<file path="config.mk">
export PLATFORM = sky130hd
export DESIGN_NAME = clk_freq_meter_flat
export DESIGN_NICKNAME = d
export VERILOG_FILES = /design/src/rtl/clk_freq_meter_if.sv /design/src/rtl/clk_freq_meter.sv /design/src/flat_wrapper.sv
export SDC_FILE = /design/constraint.sdc
export NUM_CORES = 1
export LEC_CHECK = 0
export BUFFER_PORTS_ARGS = -buffer_cell sky130_fd_sc_hd__buf_2
export CORE_MARGIN = 3
export CORE_UTILIZATION = 45
export DETAILED_ROUTE_END_ITERATION = 8
export PLACE_DENSITY = 0.69
export SYNTH_ARGS = -nofsm -noshare
export SYNTH_HDL_FRONTEND = slang
export SYNTH_SLANG_ARGS = --single-unit
</file>
<file path="constraint.sdc">
create_clock -name clk_in -period 8.6 [get_ports clk_in]
set_input_delay 0.86 -clock clk_in [delete_from_list [all_inputs] [get_ports clk_in]]
set_output_delay 0.86 -clock clk_in [all_outputs]
set_load 0.05 [all_outputs]
</file>
<file path="src/rtl/clk_freq_meter_if.sv">
// Measurement interface of clk_freq_meter: enable and signal in, gated frequency
// and period results out. Widths must match the meter's parameters.
interface clk_freq_meter_if #(
    parameter int COUNT_W   = 16,
    parameter int PERIOD_W  = 24,
    parameter int GATE_RATE = 1000
);
    localparam int HZ_W = COUNT_W + $clog2(GATE_RATE + 1);

    logic                en;
    logic                sig_in;
    logic [COUNT_W-1:0]  freq_count;
    logic [HZ_W-1:0]     freq_hz;
    logic                freq_valid;
    logic                freq_ovf;
    logic [PERIOD_W-1:0] period_cycles;
    logic                period_valid;
    logic                signal_lost;

    modport master (
        output en, sig_in,
        input  freq_count, freq_hz, freq_valid, freq_ovf,
        input  period_cycles, period_valid, signal_lost
    );

    modport slave (
        input  en, sig_in,
        output freq_count, freq_hz, freq_valid, freq_ovf,
        output period_cycles, period_valid, signal_lost
    );
endinterface

</file>
<file path="src/rtl/clk_freq_meter.sv">
// Clock/strobe meter: counts synchronized rising edges of sig_in per fixed gate window
// and measures the last input period in clk_in cycles, flagging loss of signal.
module clk_freq_meter #(
    parameter int REF_FREQ  = 50000000,
    parameter int GATE_RATE = 1000,
    parameter int COUNT_W   = 16,
    parameter int PERIOD_W  = 24
) (
    input logic             clk_in,
    input logic             rst_n,
    clk_freq_meter_if.slave bus
);
    localparam int GATE_CYCLES = REF_FREQ / GATE_RATE;
    localparam int GATE_W      = (GATE_CYCLES > 2) ? $clog2(GATE_CYCLES) : 1;
    localparam int HZ_W        = COUNT_W + $clog2(GATE_RATE + 1);

    localparam logic [GATE_W-1:0]   GATE_LAST = GATE_W'(GATE_CYCLES - 1);
    localparam logic [COUNT_W-1:0]  CNT_MAX   = {COUNT_W{1'b1}};
    localparam logic [PERIOD_W-1:0] PCNT_MAX  = {PERIOD_W{1'b1}};
    localparam logic [PERIOD_W-1:0] PCNT_PRE  = PCNT_MAX - PERIOD_W'(1);
    localparam logic [HZ_W-1:0]     RATE      = HZ_W'(GATE_RATE);

    typedef enum logic [1:0] {
        ST_IDLE  = 2'd0,
        ST_ARMED = 2'd1,
        ST_LOST  = 2'd2
    } state_t;

    function automatic logic [PERIOD_W-1:0] pcnt_inc(input logic [PERIOD_W-1:0] v);
        return (v == PCNT_MAX) ? v : v + PERIOD_W'(1);
    endfunction

    logic                s1_r, s2_r, s3_r;
    logic [GATE_W-1:0]   gate_cnt_r;
    logic [COUNT_W-1:0]  edge_cnt_r;
    logic                ovf_r;
    logic [COUNT_W-1:0]  freq_count_r;
    logic [HZ_W-1:0]     freq_hz_r;
    logic                freq_valid_r;
    logic                freq_ovf_r;
    logic [PERIOD_W-1:0] pcnt_r;
    state_t              state_r;
    logic [PERIOD_W-1:0] period_cycles_r;
    logic                period_valid_r;
    logic                signal_lost_r;

    logic                edge_s;
    logic                cnt_sat_s;
    logic [COUNT_W-1:0]  cnt_next_s;
    logic                terminal_s;

    // Two-flop synchronizer plus history flop; runs regardless of en
    always_ff @(posedge clk_in or negedge rst_n) begin
        if (!rst_n) begin
            s1_r <= 1'b0;
            s2_r <= 1'b0;
            s3_r <= 1'b0;
        end else begin
            s1_r <= bus.sig_in;
            s2_r <= s1_r;
            s3_r <= s2_r;
        end
    end

    // Edge detect and saturating next edge count for the current window
    always_comb begin
        edge_s     = s2_r & ~s3_r;
        cnt_sat_s  = edge_s & (edge_cnt_r == CNT_MAX);
        terminal_s = (gate_cnt_r == GATE_LAST);
        cnt_next_s = edge_cnt_r;
        if (edge_s && !cnt_sat_s) begin
            cnt_next_s = edge_cnt_r + COUNT_W'(1);
        end else begin
            cnt_next_s = edge_cnt_r;
        end
    end

    // Gate window: edges counted until the terminal cycle, which publishes and clears
    always_ff @(posedge clk_in or negedge rst_n) begin
        if (!rst_n) begin
            gate_cnt_r   <= '0;
            edge_cnt_r   <= '0;
            ovf_r        <= 1'b0;
            freq_count_r <= '0;
            freq_hz_r    <= '0;
            freq_valid_r <= 1'b0;
            freq_ovf_r   <= 1'b0;
        end else if (!bus.en) begin
            gate_cnt_r   <= '0;
            edge_cnt_r   <= '0;
            ovf_r        <= 1'b0;
            freq_valid_r <= 1'b0;
        end else if (terminal_s) begin
            gate_cnt_r   <= '0;
            edge_cnt_r   <= '0;
            ovf_r        <= 1'b0;
            freq_count_r <= cnt_next_s;
            freq_hz_r    <= HZ_W'(cnt_next_s) * RATE;
            freq_ovf_r   <= ovf_r | cnt_sat_s;
            freq_valid_r <= 1'b1;
        end else begin
            gate_cnt_r   <= gate_cnt_r + GATE_W'(1);
            edge_cnt_r   <= cnt_next_s;
            ovf_r        <= ovf_r | cnt_sat_s;
            freq_valid_r <= 1'b0;
        end
    end

    // Period FSM; an edge always wins over a simultaneous pcnt saturation
    always_ff @(posedge clk_in or negedge rst_n) begin
        if (!rst_n) begin
            pcnt_r          <= '0;
            state_r         <= ST_IDLE;
            period_cycles_r <= '0;
            period_valid_r  <= 1'b0;
            signal_lost_r   <= 1'b0;
        end else if (!bus.en) begin
            pcnt_r         <= '0;
            state_r        <= ST_IDLE;
            period_valid_r <= 1'b0;
        end else if (edge_s) begin
            pcnt_r  <= PERIOD_W'(1);
            state_r <= ST_ARMED;
            case (state_r)
                ST_ARMED: begin
                    period_cycles_r <= pcnt_r;
                    period_valid_r  <= 1'b1;
                end
                ST_LOST: begin
                    signal_lost_r  <= 1'b0;
                    period_valid_r <= 1'b0;
                end
                default: period_valid_r <= 1'b0;
            endcase
        end else begin
            pcnt_r         <= pcnt_inc(pcnt_r);
            period_valid_r <= 1'b0;
            case (state_r)
                ST_IDLE, ST_ARMED: begin
                    if (pcnt_r == PCNT_PRE) begin
                        state_r       <= ST_LOST;
                        signal_lost_r <= 1'b1;
                    end
                end
                ST_LOST: state_r <= ST_LOST;
                default: state_r <= ST_IDLE;
            endcase
        end
    end

    assign bus.freq_count    = freq_count_r;
    assign bus.freq_hz       = freq_hz_r;
    assign bus.freq_valid    = freq_valid_r;
    assign bus.freq_ovf      = freq_ovf_r;
    assign bus.period_cycles = period_cycles_r;
    assign bus.period_valid  = period_valid_r;
    assign bus.signal_lost   = signal_lost_r;
endmodule

</file>
<file path="src/flat_wrapper.sv">
// flat-port wrapper written by rule: the top's interface ports become plain ports
module clk_freq_meter_flat 
#(
    parameter int REF_FREQ  = 50000000,
    parameter int GATE_RATE = 1000,
    parameter int COUNT_W   = 16,
    parameter int PERIOD_W  = 24
)
  (clk_in, rst_n, bus_en, bus_sig_in, bus_freq_count, bus_freq_hz, bus_freq_valid, bus_freq_ovf, bus_period_cycles, bus_period_valid, bus_signal_lost);
  clk_freq_meter_if #(.COUNT_W(COUNT_W), .PERIOD_W(PERIOD_W), .GATE_RATE(GATE_RATE)) bus_i ();
  input logic clk_in;
  input logic rst_n;
  input wire logic [$bits(bus_i.en)-1:0] bus_en;
  input wire logic [$bits(bus_i.sig_in)-1:0] bus_sig_in;
  output wire logic [$bits(bus_i.freq_count)-1:0] bus_freq_count;
  output wire logic [$bits(bus_i.freq_hz)-1:0] bus_freq_hz;
  output wire logic [$bits(bus_i.freq_valid)-1:0] bus_freq_valid;
  output wire logic [$bits(bus_i.freq_ovf)-1:0] bus_freq_ovf;
  output wire logic [$bits(bus_i.period_cycles)-1:0] bus_period_cycles;
  output wire logic [$bits(bus_i.period_valid)-1:0] bus_period_valid;
  output wire logic [$bits(bus_i.signal_lost)-1:0] bus_signal_lost;
  assign bus_i.en = bus_en;
  assign bus_i.sig_in = bus_sig_in;
  assign bus_freq_count = bus_i.freq_count;
  assign bus_freq_hz = bus_i.freq_hz;
  assign bus_freq_valid = bus_i.freq_valid;
  assign bus_freq_ovf = bus_i.freq_ovf;
  assign bus_period_cycles = bus_i.period_cycles;
  assign bus_period_valid = bus_i.period_valid;
  assign bus_signal_lost = bus_i.signal_lost;
  clk_freq_meter #(.REF_FREQ(REF_FREQ), .GATE_RATE(GATE_RATE), .COUNT_W(COUNT_W), .PERIOD_W(PERIOD_W)) u_core (.clk_in(clk_in), .rst_n(rst_n), .bus(bus_i));
endmodule
</file>
* Yosys cells after proc, flatten, opt, wreduce, memory -nomap -nowiden *
Index checks and enable logic that the tools add are counted.

storage, ports and cells
  register bits = 129
  bits in latches = 0
  memory bits (writable) = 0
  bits in read-only memories = 0
  input port bits = 4
  output and inout port bits = 70
  memories kept = 0

cells by class
  add/subtract/negate cells = 3
  multiply operators = 1
  divide/modulo/power cells = 0
  order comparisons = 0
  equal/unequal tests = 9
  shift operators = 0
  mux-type cells = 23
  bitwise logic cells = 4
  reduce and logical (&&, ||, !) cells = 9

operator list
  cell                     number
  $mux W16                 5
  $mux W24                 3
  $eq A24 B24 Y1 const B   2
  $add A16 B1 Y16 const B  2
  $eq A16 B16 Y1 const B   2
  $add A24 B1 Y24 const B  1
  $mul A16 B7 Y23 const B  1
  $mux W1                  11
  $mux W2                  3
  $ne A4 B2 Y1 const B     1
  $pmux W2 S2              1
  $reduce_and A4 Y1        1
  $reduce_bool A2 Y1       2
  $ne A3 B2 Y1 const B     1
  $reduce_and A3 Y1        1
  $and A1 B1 Y1            2
  $eq A2 B1 Y1 const B     1
  $eq A2 B2 Y1 const B     1
  $logic_not A2 Y1         1
  $ne A2 B2 Y1 const B     1
  $reduce_and A2 Y1        1
  $reduce_or A2 Y1         1
  $logic_and A1 B1 Y1      1
  $logic_not A1 Y1         1
  2 further kinds          2

* Longest topological paths before layout *
  depth after elaboration = 8
  mapped depth = 23
  mapped depth without buffers = 22

* Worst setup path after synthesis *
No wires, ideal clock.

  kind = register to register
  start point = reg u_core.edge_cnt_r[0]
  end point = reg u_core.freq_hz_r[23], in the netlist u_core.bus.freq_hz[23]
  library setup time = 95 ps
  arrival time = 5587 ps
  setup slack = 2917 ps
  stages on the path, launching flop included = 24
  buffers on the path = 1
  period minus slack after synthesis = 5683 ps
  path through = dfrtp_1 > ha_1 > nand3_1 > nor2_1 > nand2_1 > nor4b_1 > xnor2_1 > inv_1 > fa_1 > inv_1 > fa_1 > inv_1 > fa_1 > inv_1 > fa_1 > inv_1 > ha_1 > clkbuf_1 > o21ai_0 > nor2_1 > o41ai_1 > nor2_1 > a221o_1 > o31ai_1

on the way
  longest elaborated chain between the ends = 6
  elaborated cells between the ends (all ways) = 7
  those cells by class = add/sub (1); mul (1); eq/ne (1); mux (1); bitwise (1); reduce/logical (2)

ends and longest elaborated chain
  item                                                     line                   text
  start: declaration                                       clk_freq_meter.sv:35   logic [COUNT_W-1:0] edge_cnt_r;
  start signal: assignment                                 clk_freq_meter.sv:103  edge_cnt_r <= cnt_next_s;
  branches (longest 4 deep; another with $add A16 B1 Y16)  -
  $mux W16 (*)                                             clk_freq_meter.sv:71   if (edge_s && !cnt_sat_s) begin
  via u_core.cnt_next_s[10]                                clk_freq_meter.sv:49   logic [COUNT_W-1:0] cnt_next_s;
  $mul A16 B7 Y23 (*)                                      clk_freq_meter.sv:98   freq_hz_r <= HZ_W'(cnt_next_s) * RATE;
  end signal: assignment                                   clk_freq_meter.sv:98
  end: declaration                                         clk_freq_meter.sv:38   logic [HZ_W-1:0] freq_hz_r;

Mark *: on every way through the listed nets, which the timed path passes.
A chain may end at the register's enable or synchronous reset.

* Final worst setup path *
  start point = reg u_core.edge_cnt_r[0]
  end point = reg u_core.freq_hz_r[18], in the netlist u_core.bus.freq_hz[18]

on the way
  longest elaborated chain between the ends = 6
  elaborated cells between the ends (all ways) = 7
  those cells by class = add/sub (1); mul (1); eq/ne (1); mux (1); bitwise (1); reduce/logical (2)

ends and longest elaborated chain
  item                                                     line
  branches (longest 4 deep; another with $add A16 B1 Y16)  -
  $mux W16 (*)                                             clk_freq_meter.sv:71
  $mul A16 B7 Y23 (*)                                      clk_freq_meter.sv:98

Mark *: on every way between the ends.

==> results by group <==
Status
  – Outcome: finished clean

Clocking
  – Clock transition at path regs: 60 ps
  – Worst-case clock buffer depth: 2
  – Number of setup buffers added after CTS: 0
  – Worst-skew pair later-pin latency: approximately 420 ps
  – Root Driver: clkbuf_16
  – TritonCTS clock tree: built
  – Post-CTS sizing: 0
  – Total of hold buffers inserted after clock tree synthesis: 0
  – # clock sinks: 127
  – Number of CTS-inserted buffers: 17
  – Number of levels the H-tree was split into: 4

Floorplan
  – Cell Rows: 48
  – Floorplan die width: 142 µm
  – Die boundary height: about 140 µm
  – Std-Cell Core Area: 17700 µm²
  – # IOs: 74
  – Area of the die: ~20000 µm²
  – Starting density of the core: 46.8%

Global route
  – Number of global-route vias before repair: about 5900
  – Global-route wire length before repair: 29.5 mm
  – GRT Overall Usage: between 10% and 20%
  – Number of antenna violations at the first check in global routing: 0
  – GRT Residual Overflow: 0
  – Maximum number of pins on one net before global-route repair: 77

Worst setup path
  – Critical Path AT: roughly 7000 ps
  – Critical-path maximum fanout: 8
  – Worst EP required: 8930 ps
  – Worst setup EP type: flop
  – Critical path type: flop to flop
  – FF-to-FF path depth: 20
  – End of the worst register-to-register path: u_core.bus.freq_hz[18]
  – Origin of the critical flop-to-flop path: u_core.edge_cnt_r[0]
  – Nature of the critical path startpoint: flop
  – Setup slack, reg-to-reg: 2080 ps

Min path
  – Worst hold path type: flop to flop
  – Worst hold path cell count: 0
  – Worst hold path startpoint: u_core.s1_r
  – End of the worst hold path: u_core.s2_r

Timing
  – Setup total negative slack: 0 ps
  – Transition time at the pin with the least slew margin: 1190 ps
  – Clock Skew: 7.37 ps
  – RSZ-0062 raised after global routing: false
  – Count of final setup violators: 0
  – Worst max-slew margin expressed relative to the limit: 20.6%
  – Fin crit share: 75.8%
  – Fin worst setup slack: 2080 ps
  – Min cycle time layout: between 6000 and 7000 ps
  – Fmax: 153 MHz
  – Final count of pins violating max slew: 0
  – Number of endpoints with negative hold slack in the final report: 0

Place
  – Pre-CTS setup slack: 2160 ps
  – Post-detailed-placement half-perimeter wirelength: roughly 13 mm
  – Count of buffers from port buffering: 70
  – Last weighted congestion value of the routability-driven placer: about 0.87

Synth
  – Count of mapped cells out of synthesis: 833
  – Combinational family with the most area after synthesis: adder cells
  – Unique masters post-synth: 67
  – Leading register cell type out of synthesis: dfrtp_1
  – Post-synthesis instance area: 8270 µm²
  – Multiplexer share of the synthesized area: around 3.8%
  – Seq/Total Area, Yosys: roughly two fifths
  – Number of flops mapped to enable cells by yosys: 0
  – Synthesized-area fraction occupied by adder cells: roughly a fifth
  – Register bit total from synthesis: 127
  – Syn. warnings: 0
  – Simple-gate share of the synthesized area: 16.3%
  – Post-Synth XOR/XNOR Area: 7.50%
  – Synthesized area per cell: about 9.9 µm²
  – Area fraction in compound gates after synthesis: 8.64%
  – Fraction of synthesis flops using an asynchronous set or reset pin: 100%

Route
  – Count of unresolved DRC violations after routing: 0
  – Length of the first detailed-routing pass in iterations: 5
  – Detailed Route Iter0 Violations: roughly 340
  – Detail-routed net length per standard cell: 15.1 µm
  – Final wirelength: between 15 and 20 mm
  – Via density: 5.23
  – Vias after detailed routing: 5941
  – Number of routed nets with antenna violations: 0

Job
  – Count of maximum capacitance violations: 0

Power and ir drop
  – Maximum resistive drop on vdd: 159 µV
  – Power density normalized to cell area: approximately 150 nW/µm²
  – Leakage power: 4.59 nW

Final layout
  – Area Overhead vs Synth: 13.2%
  – Number of inserted filler cells in the final layout: 1616
  – Total number of nets in the final design: 1002
  – Layout cells sized above 1: 16.6%
  – Total area of sequential cells: 3180 µm²
  – Area of the multi-input gates: 4620 µm²
  – Number of diodes added for antenna fixing: 0
-- layout make-up --
type / instances / area share [%]
clock inverters: 15 / 1.62
clock buffers: 17 / 4.54
flip-flops and latches: 127 / 33.9
repair buffers: 72 / 3.93
multi-input cells: 590 / 49.3
well taps: 225 / 3.01
inverters: 91 / 3.65
-- critical path, stage by stage (launching register included) --
cell and delay [ps]:
dfrtp_1 430, ha_1 290, nand3_1 190, nor2_1 300, nand2_1 200, o21bai_1 640, xnor2_1 290, inv_1 90
ha_1 190, nor2b_1 200, fa_1 470, fa_1 550, inv_1 60, fa_1 470, ha_1 380, a21oi_1 190
o21ai_0 130, o311ai_0 710, a21boi_0 250, o21a_1 220, o31ai_1 210
-- per-layer routing --
layer	up-vias	track usage (%)	share of wire, %
met3	16	3.74	3.7
li1	2927	-	-
met2	116	30.1	49
met4	0	4.39	1.0
met5	-	0	0
met1	2882	24.9	46
-- kinds of logic (layout without fill, tap and decap cells) --
group,after synthesis,count (layout)
compound gates,114,114
flops,127,127
buf+inv,118,195
xor+xnor,67,67
other cells,1,3
fa+ha+maj,101,101
mux,28,28
simple gates,277,277
-- registers in the layout (all words and copies together) (netlist names) --
register	cells
u_core.bus.period_cycles	24
u_core.pcnt_r	24
u_core.bus.freq_hz	21
u_core.bus.freq_count	16
u_core.edge_cnt_r	16
u_core.gate_cnt_r	16
u_core.state_r	2
u_core.bus.freq_ovf	1
u_core.bus.freq_valid	1
u_core.bus.period_valid	1
u_core.bus.signal_lost	1
u_core.ovf_r	1
u_core.s1_r	1
u_core.s2_r	1
u_core.s3_r	1
-- stage by stage --
stage          hold WS (ps)  total power, mW  instances  instance area (µm²)  utilization (%)
2_1_floorplan           331            0.720        835                 8280                -
3_3_place_gp            370            0.757       1105                 8790             49.8
3_5_place_dp            373            0.759       1105                 8790             49.8
4_1_cts                 388             1.46       1137                 9360             53.0
6_report                388             1.45       1137                 9360             53.0
5_1_grt                 395             1.51       1137                 9360             53.0
-- how the worst max path moves through the flow --
stage	startpoint	endpoint	cells past startpoint
2_1_floorplan	u_core.edge_cnt_r[0]	u_core.bus.freq_hz[23]	23
3_3_place_gp	u_core.edge_cnt_r[0]	u_core.bus.freq_hz[18]	20
3_5_place_dp	u_core.edge_cnt_r[0]	u_core.bus.freq_hz[18]	20
4_1_cts	u_core.edge_cnt_r[0]	u_core.bus.freq_hz[18]	20
5_1_grt	u_core.edge_cnt_r[0]	u_core.bus.freq_hz[18]	20
6_report	u_core.edge_cnt_r[0]	u_core.bus.freq_hz[18]	20
-- report_power, final --
part,switching [mW],internal [mW],leakage [nW]
registers,0.00992,0.611,1.68
clock network,0.294,0.407,0.284
logic,0.0917,0.0319,2.62
total,0.395,1.05,4.59
-- Yosys cell counts, drive strengths merged (7+ instances only) --
library cell / instances / share of area [%]
a21oi: 19 / 1.1
a31oi: 8 / 0.61
and3: 13 / 1.0
buf: 10 / 0.97
clkbuf: 17 / 0.77
dfrtp: 127 / 38
fa: 47 / 11
ha: 52 / 7.9
inv: 91 / 4.1
mux2: 24 / 3.3
nand2: 77 / 3.5
nand3: 28 / 1.9
nand4: 19 / 1.4
nor2: 87 / 3.9
nor3: 13 / 0.79
o21a: 7 / 0.64
o21ai: 47 / 2.8
xnor2: 34 / 4.0
xor2: 33 / 3.5
-- placed cells by master (no fill, tap or decap), drive strengths merged, types with 6 or more instances in the layout --
master / n
o21ai: 47
o31ai: 6
nand4: 19
a21oi: 19
fa: 47
nor3: 13
xnor2: 34
a31oi: 8
dfrtp: 127
clkinv: 6
xor2: 33
ha: 52
o21a: 7
buf: 72
mux2: 24
and3: 13
inv: 98
clkbuf: 17
nor2: 87
nand3: 28
nand2: 77
nor4: 6
No activity file was read; power rests on OpenSTA's default activity.
